`src/rtl/race_sample_tx_if.sv`:
```
// Producer stream (s_*) and filter-side slot bus (strobe/tx_*) of the RACE sample transmitter.
// Slave = transmitter, master = the environment that drives samples and observes the slot bus.
interface race_sample_tx_if #(
  parameter int SAMPLE_SIZE = 16
) ();
  logic                   s_valid;
  logic                   s_ready;
  logic [SAMPLE_SIZE-1:0] s_real;
  logic [SAMPLE_SIZE-1:0] s_imag;
  logic                   s_flag;
  logic                   strobe;
  logic                   tx_valid;
  logic [SAMPLE_SIZE-1:0] tx_real;
  logic [SAMPLE_SIZE-1:0] tx_imag;

  modport slave (
    input  s_valid, s_real, s_imag, s_flag,
    output s_ready, strobe, tx_valid, tx_real, tx_imag
  );

  modport master (
    output s_valid, s_real, s_imag, s_flag,
    input  s_ready, strobe, tx_valid, tx_real, tx_imag
  );
endinterface

```
`src/rtl/race_sample_tx.sv`:
```
// Strobe-paced sample transmitter: FIFO-buffered samples leave one per PERIOD-clock slot, data at slot start,
// strobe 2 clocks later; s_ready = !full, pop only at slot start (no fall-through), underrun pulse on empty slot.
module race_sample_tx #(
  parameter int SAMPLE_SIZE = 16,
  parameter int FIFO_AW     = 3,
  parameter int PERIOD      = 32,
  parameter int STROBE_HIGH = 8
) (
  input  logic                 clk_i,
  input  logic                 nrst_i,
  input  logic                 enable_i,
  race_sample_tx_if.slave      bus,
  output logic                 underrun_o,
  output logic [FIFO_AW:0]     fifo_level_o
);
  localparam int DEPTH = 1 << FIFO_AW;
  localparam int EW    = 2 * SAMPLE_SIZE + 1;
  localparam int CW    = 8;
  localparam logic [CW-1:0]    CNT_LAST  = CW'(PERIOD - 1);
  localparam logic [CW-1:0]    STB_FIRST = CW'(2);
  localparam logic [CW-1:0]    STB_LAST  = CW'(STROBE_HIGH + 1);
  localparam logic [FIFO_AW:0] LVL_FULL  = (FIFO_AW+1)'(DEPTH);

  typedef enum logic {IDLE, RUN} state_e;

  state_e                 state_q, state_d;
  logic [CW-1:0]          cnt_q, cnt_d;
  logic                   slot_start;
  logic [EW-1:0]          mem_q [DEPTH];
  logic [FIFO_AW-1:0]     wr_ptr_q, rd_ptr_q;
  logic [FIFO_AW:0]       level_q;
  logic                   full, empty, push, pop;
  logic [EW-1:0]          head;
  logic                   strobe_q, strobe_d;
  logic                   tx_valid_q;
  logic [SAMPLE_SIZE-1:0] tx_real_q, tx_imag_q;
  logic                   underrun_q;

  assign full  = (level_q == LVL_FULL);
  assign empty = (level_q == '0);
  assign push  = bus.s_valid & ~full;
  assign pop   = slot_start & ~empty;
  assign head  = mem_q[rd_ptr_q];

  always_comb begin
    state_d    = state_q;
    cnt_d      = cnt_q;
    slot_start = 1'b0;
    case (state_q)
      IDLE: begin
        cnt_d = '0;
        if (enable_i) begin
          state_d    = RUN;
          slot_start = 1'b1;
        end
      end
      RUN: begin
        // A dropped enable only takes effect at the wrap, so the slot and its strobe always finish.
        if (cnt_q == CNT_LAST) begin
          cnt_d = '0;
          if (enable_i) slot_start = 1'b1;
          else          state_d    = IDLE;
        end else begin
          cnt_d = cnt_q + CW'(1);
        end
      end
      default: state_d = IDLE;
    endcase
    strobe_d = (state_d == RUN) && (cnt_d >= STB_FIRST) && (cnt_d <= STB_LAST);
  end

  always_ff @(posedge clk_i or negedge nrst_i) begin
    if (!nrst_i) begin
      state_q    <= IDLE;
      cnt_q      <= '0;
      strobe_q   <= 1'b0;
      tx_valid_q <= 1'b0;
      tx_real_q  <= '0;
      tx_imag_q  <= '0;
      underrun_q <= 1'b0;
    end else begin
      state_q    <= state_d;
      cnt_q      <= cnt_d;
      strobe_q   <= strobe_d;
      underrun_q <= slot_start & empty;
      if (pop) begin
        tx_valid_q <= head[EW-1];
        tx_real_q  <= head[EW-2 -: SAMPLE_SIZE];
        tx_imag_q  <= head[SAMPLE_SIZE-1:0];
      end else if (slot_start) begin
        tx_valid_q <= 1'b0;
      end
    end
  end

  always_ff @(posedge clk_i or negedge nrst_i) begin
    if (!nrst_i) begin
      wr_ptr_q <= '0;
      rd_ptr_q <= '0;
      level_q  <= '0;
    end else begin
      if (push) wr_ptr_q <= wr_ptr_q + FIFO_AW'(1);
      if (pop)  rd_ptr_q <= rd_ptr_q + FIFO_AW'(1);
      case ({push, pop})
        2'b10:   level_q <= level_q + (FIFO_AW+1)'(1);
        2'b01:   level_q <= level_q - (FIFO_AW+1)'(1);
        default: level_q <= level_q;
      endcase
    end
  end

  always_ff @(posedge clk_i) begin
    if (push) mem_q[wr_ptr_q] <= {bus.s_flag, bus.s_real, bus.s_imag};
  end

  assign bus.s_ready   = ~full;
  assign bus.strobe    = strobe_q;
  assign bus.tx_valid  = tx_valid_q;
  assign bus.tx_real   = tx_real_q;
  assign bus.tx_imag   = tx_imag_q;
  assign underrun_o    = underrun_q;
  assign fifo_level_o  = level_q;
endmodule

```
`src/flat_wrapper.sv`:
```
// flat-port wrapper written by rule: the top's interface ports become plain ports
module race_sample_tx_flat 
#(
  parameter int SAMPLE_SIZE = 16,
  parameter int FIFO_AW     = 3,
  parameter int PERIOD      = 32,
  parameter int STROBE_HIGH = 8
)
  (clk_i, nrst_i, enable_i, underrun_o, fifo_level_o, bus_s_valid, bus_s_real, bus_s_imag, bus_s_flag, bus_s_ready, bus_strobe, bus_tx_valid, bus_tx_real, bus_tx_imag);
  race_sample_tx_if #(.SAMPLE_SIZE(SAMPLE_SIZE)) bus_i ();
  input  logic clk_i;
  input  logic nrst_i;
  input  logic enable_i;
  output logic underrun_o;
  output logic [FIFO_AW:0] fifo_level_o;
  input wire logic [$bits(bus_i.s_valid)-1:0] bus_s_valid;
  input wire logic [$bits(bus_i.s_real)-1:0] bus_s_real;
  input wire logic [$bits(bus_i.s_imag)-1:0] bus_s_imag;
  input wire logic [$bits(bus_i.s_flag)-1:0] bus_s_flag;
  output wire logic [$bits(bus_i.s_ready)-1:0] bus_s_ready;
  output wire logic [$bits(bus_i.strobe)-1:0] bus_strobe;
  output wire logic [$bits(bus_i.tx_valid)-1:0] bus_tx_valid;
  output wire logic [$bits(bus_i.tx_real)-1:0] bus_tx_real;
  output wire logic [$bits(bus_i.tx_imag)-1:0] bus_tx_imag;
  assign bus_i.s_valid = bus_s_valid;
  assign bus_i.s_real = bus_s_real;
  assign bus_i.s_imag = bus_s_imag;
  assign bus_i.s_flag = bus_s_flag;
  assign bus_s_ready = bus_i.s_ready;
  assign bus_strobe = bus_i.strobe;
  assign bus_tx_valid = bus_i.tx_valid;
  assign bus_tx_real = bus_i.tx_real;
  assign bus_tx_imag = bus_i.tx_imag;
  race_sample_tx #(.SAMPLE_SIZE(SAMPLE_SIZE), .FIFO_AW(FIFO_AW), .PERIOD(PERIOD), .STROBE_HIGH(STROBE_HIGH)) u_core (.clk_i(clk_i), .nrst_i(nrst_i), .enable_i(enable_i), .bus(bus_i), .underrun_o(underrun_o), .fifo_level_o(fifo_level_o));
endmodule
```
`config.mk`:
```
export PLATFORM = sky130hd
export DESIGN_NAME = race_sample_tx_flat
export DESIGN_NICKNAME = d
export VERILOG_FILES = /design/src/rtl/race_sample_tx_if.sv /design/src/rtl/race_sample_tx.sv /design/src/flat_wrapper.sv
export SDC_FILE = /design/constraint.sdc
export NUM_CORES = 1
export LEC_CHECK = 0
export CAP_MARGIN = 20
export CORE_AREA = 2 2 154 156
export DETAILED_ROUTE_END_ITERATION = 10
export DIE_AREA = 0 0 156 158
export PLACE_DENSITY = 0.7
export REMOVE_ABC_BUFFERS = 1
export SETUP_SLACK_MARGIN = 0.2
export SYNTH_ARGS = -nofsm -noshare
export SYNTH_HDL_FRONTEND = slang
export SYNTH_SLANG_ARGS = --single-unit
```
`constraint.sdc`:
```
create_clock -name clk_i -period 6 [get_ports clk_i]
set_input_delay 0.6 -clock clk_i [delete_from_list [all_inputs] [get_ports clk_i]]
set_output_delay 0.6 -clock clk_i [all_outputs]
set_load 0.01 [all_outputs]
```
==> flow_summary.ini <==
[route]
drt-pass1-iter-count = 4
viasPerCell = 5.75
first_iter_violations = 352
drc = 0
vias = 5849
routed_wl_mm = 22.6
wl_per_cell_um = 22.2
ant_nets = 0

[placement]
dpl_cell_area_um2 = 13300
gp_congestion = 0.716
dp_slack_ps = 2260
port_buffers = 76
hpwl_mm = 12.1

[sta]
fmax_ghz = 0.267
period_needed_ps = 3740
relSlewSlack_pct = 33.5
fin_skew_ps = 10.2
hold_viol = 0
setup-tns-final_ps = 0
worstMarginPinSlew_ps = 998
setup_ws_ps = 2260
post-route-period-util_pct = 62.3
report.final.setup_viol = 0
slew_violations = 0
rsz0062_at_grt = false

[clocking]
cts_tree = done
cts_setup_buffers = 0
clock-sinks = 318
cts_buffers = 31
clock_latency_ps = 550
hold_buffers = 0
clkSlewWorstSetupHoldPaths_ps = 60
clockRootBuffer = clkbuf_16
cts-htree-levels = 1
post_cts_resized = 0
cts_buffer_depth = 3

[critical_path]
worstSetupStartpointType = flop
slowest_stage = nand3_4
timing.critical_path.buf_inv = 1
path_cells = ha_1 > nand4_2 > o41ai_4 > nand3_4 > inv_1 > ha_1 > xor2_1 > ha_1 > a21oi_1 > xor2_1 > nor2_1 > xor2_1
arrival_ps = 4170
cp_max_fo = 68
path_class = flop to flop
endpoint_kind = flop
cp_top_family = simple AND/OR/NAND/NOR gates
worst_path_largest_cell_delay_ps = 740
worstPathRequired_ps = 6430

[yosys]
synth_area_leaders = edfxtp_1 65%, mux4_2 12%, dfrtp_1 11%, mux2i_1 2.8%, nand2_1 1.4%
synthArstFlopShare_pct = 17.0
synth.distinct_cells = 39
netlist_area_um2 = 12200
synth_edf_count = 264
synth_most_common_cell = edfxtp_1
synth_cells = 605
synth_seq_area_share_pct = 76.1
yosysTopAreaCell = edfxtp_1
ys_top_cells_by_count = 264 x edfxtp_1, 66 x mux4_2, 54 x dfrtp_1
yosys_most_used_dff = edfxtp_1
synth_area_per_cell_um2 = 20.2
synth_top_area_share_pct = 65.0
synth_seq_cells = 318
ys_warn_count = 0

[run_status]
outcome = completed

[die]
rows = 56
fp.dieH_um = 158
start_util_pct = 52.9
die_width_um = 156
fp.coreArea_um2 = 23100
dieArea_um2 = 24600
ios = 77

[power_and_ir_drop]
p_sw_share_pct = 27.2
p_clk_share_pct = 29.6
power_w = 0.00666
p_sw_w = 0.00181
p_per_area_nw_per_um2 = 463
ir_drop_uv = 308
power_leakage_nw = 4.84
power_frac_comb_pct = 23.5
internal-power_w = 0.00485
seq_power_share_pct = 46.9

[grt]
grt_max_degree = 69
grt_overflow_total = 0
grt_pass1_vias = 6263
antenna_found_initial = 1
grt_usage_pct = 19.1
grt_pass1_wl_mm = 35.3

[finish]
nNetsFinal = 744
num-fill-cells = 1579
area_growth_pct = 17.9
design_area_um2 = 14400
layout-drive-gt1-share_pct = 20.1

[run]
max_cap_viol_count = 0

[min_path]
hold_class = input port to async pin
## power by group through the flow
stage | logic [W] | clock network [W] | registers [W]
5_1_grt | 0.00170 | 0.00210 | 0.00317
3_3_place_gp | 0.00155 | 0 | 0.00314
2_1_floorplan | 0.000897 | 0 | 0.00323
4_1_cts | 0.00160 | 0.00201 | 0.00313
3_5_place_dp | 0.00159 | 0 | 0.00317
6_report | 0.00157 | 0.00197 | 0.00312
## layout make-up
class	instances	area, um^2	area share (%)
antenna	1	2.50	0.0174
clock buffer	46	892	6.20
clock inverter	12	166	1.16
inverter	3	11.3	0.0783
multi-input combinational	256	2790	19.4
sequential	318	9290	64.6
tap	290	363	2.52
timing repair buffer	91	868	6.04
## path summary, 6_finish.rpt
check / startpoint / endpoint / slack, ps / cells after the start
min reg2reg: u_core.bus.tx_real[2] / u_core.bus.tx_real[2] / 480 / 2
max in group asynchronous: nrst_i / u_core.rd_ptr_q[0] / 5170 / 2
min: nrst_i / u_core.bus.tx_real[2] / 220 / 2
max reg2reg: u_core.cnt_q[0] / u_core.fifo_level_o[2] / 2260 / 12
max: u_core.cnt_q[0] / u_core.fifo_level_o[2] / 2260 / 12
min in group clk_i: u_core.bus.tx_real[2] / u_core.bus.tx_real[2] / 480 / 2
## registers in the layout (all words and copies together), names as in the netlist
register	count
u_core.underrun_o	1
u_core.wr_ptr_q	3
u_core.rd_ptr_q	3
u_core.state_q	1
u_core.mem_q	264
u_core.cnt_q	8
u_core.fifo_level_o	4
u_core.bus.tx_valid	1
u_core.bus.strobe	1
u_core.bus.tx_real	16
u_core.bus.tx_imag	16
## placed cells by master (no fill, tap or decap), types with 3 or more instances in the layout
cell | Yosys | layout
nand2_1 | 46 | 46
nor2_1 | 10 | 7
xnor2_1 | 8 | 8
o21ai_0 | 5 | 5
mux4_2 | 66 | 66
clkinv_2 | 0 | 3
clkbuf_8 | 0 | 6
nand3_1 | 4 | 4
bufinv_16 | 0 | 4
clkbuf_1 | 8 | 9
inv_1 | 3 | 3
nor3_2 | 0 | 4
nand2b_1 | 4 | 4
edfxtp_1 | 264 | 264
o21ai_1 | 29 | 29
clkdlybuf4s50_1 | 0 | 75
clkbuf_16 | 0 | 31
a21oi_1 | 4 | 4
buf_4 | 5 | 15
nor2_4 | 0 | 3
dfrtp_1 | 54 | 51
and2_1 | 3 | 3
xor2_1 | 8 | 8
mux2i_1 | 34 | 34
nor2b_1 | 4 | 4
ha_1 | 6 | 6
## stage by stage
stage | std cells | util, % | hold WS [ps]
after floorplan | 577 | - | 304
after global placement | 958 | 57.8 | 466
after detailed placement | 958 | 57.8 | 476
after CTS | 1016 | 62.4 | 247
after global routing | 1016 | 62.4 | 296
final | 1017 | 62.4 | 223
## cells by family (layout without fill, tap and decap cells)
group / after synthesis / after routing / synth area share [%]
other: 0 / 1 / 0
flip-flops: 318 / 318 / 76.1
AO/OA/AOI/OAI: 46 / 46 / 2.23
multiplexers: 102 / 102 / 15.2
XOR/XNOR: 16 / 16 / 1.15
buffers and inverters: 31 / 152 / 1.42
adder cells (fa/ha/maj): 6 / 6 / 0.615
AND/OR/NAND/NOR: 86 / 86 / 3.35
## routing by layer
layer  up-vias  track usage [%]  share of wire (%)
li1       2603                -                  -
met1      3041             26.1                 41
met2       175             32.6                 50
met3        28             3.23                7.3
met4         2             4.81                1.4
met5         -                0              0.058
No activity file was read; power rests on OpenSTA's default activity.
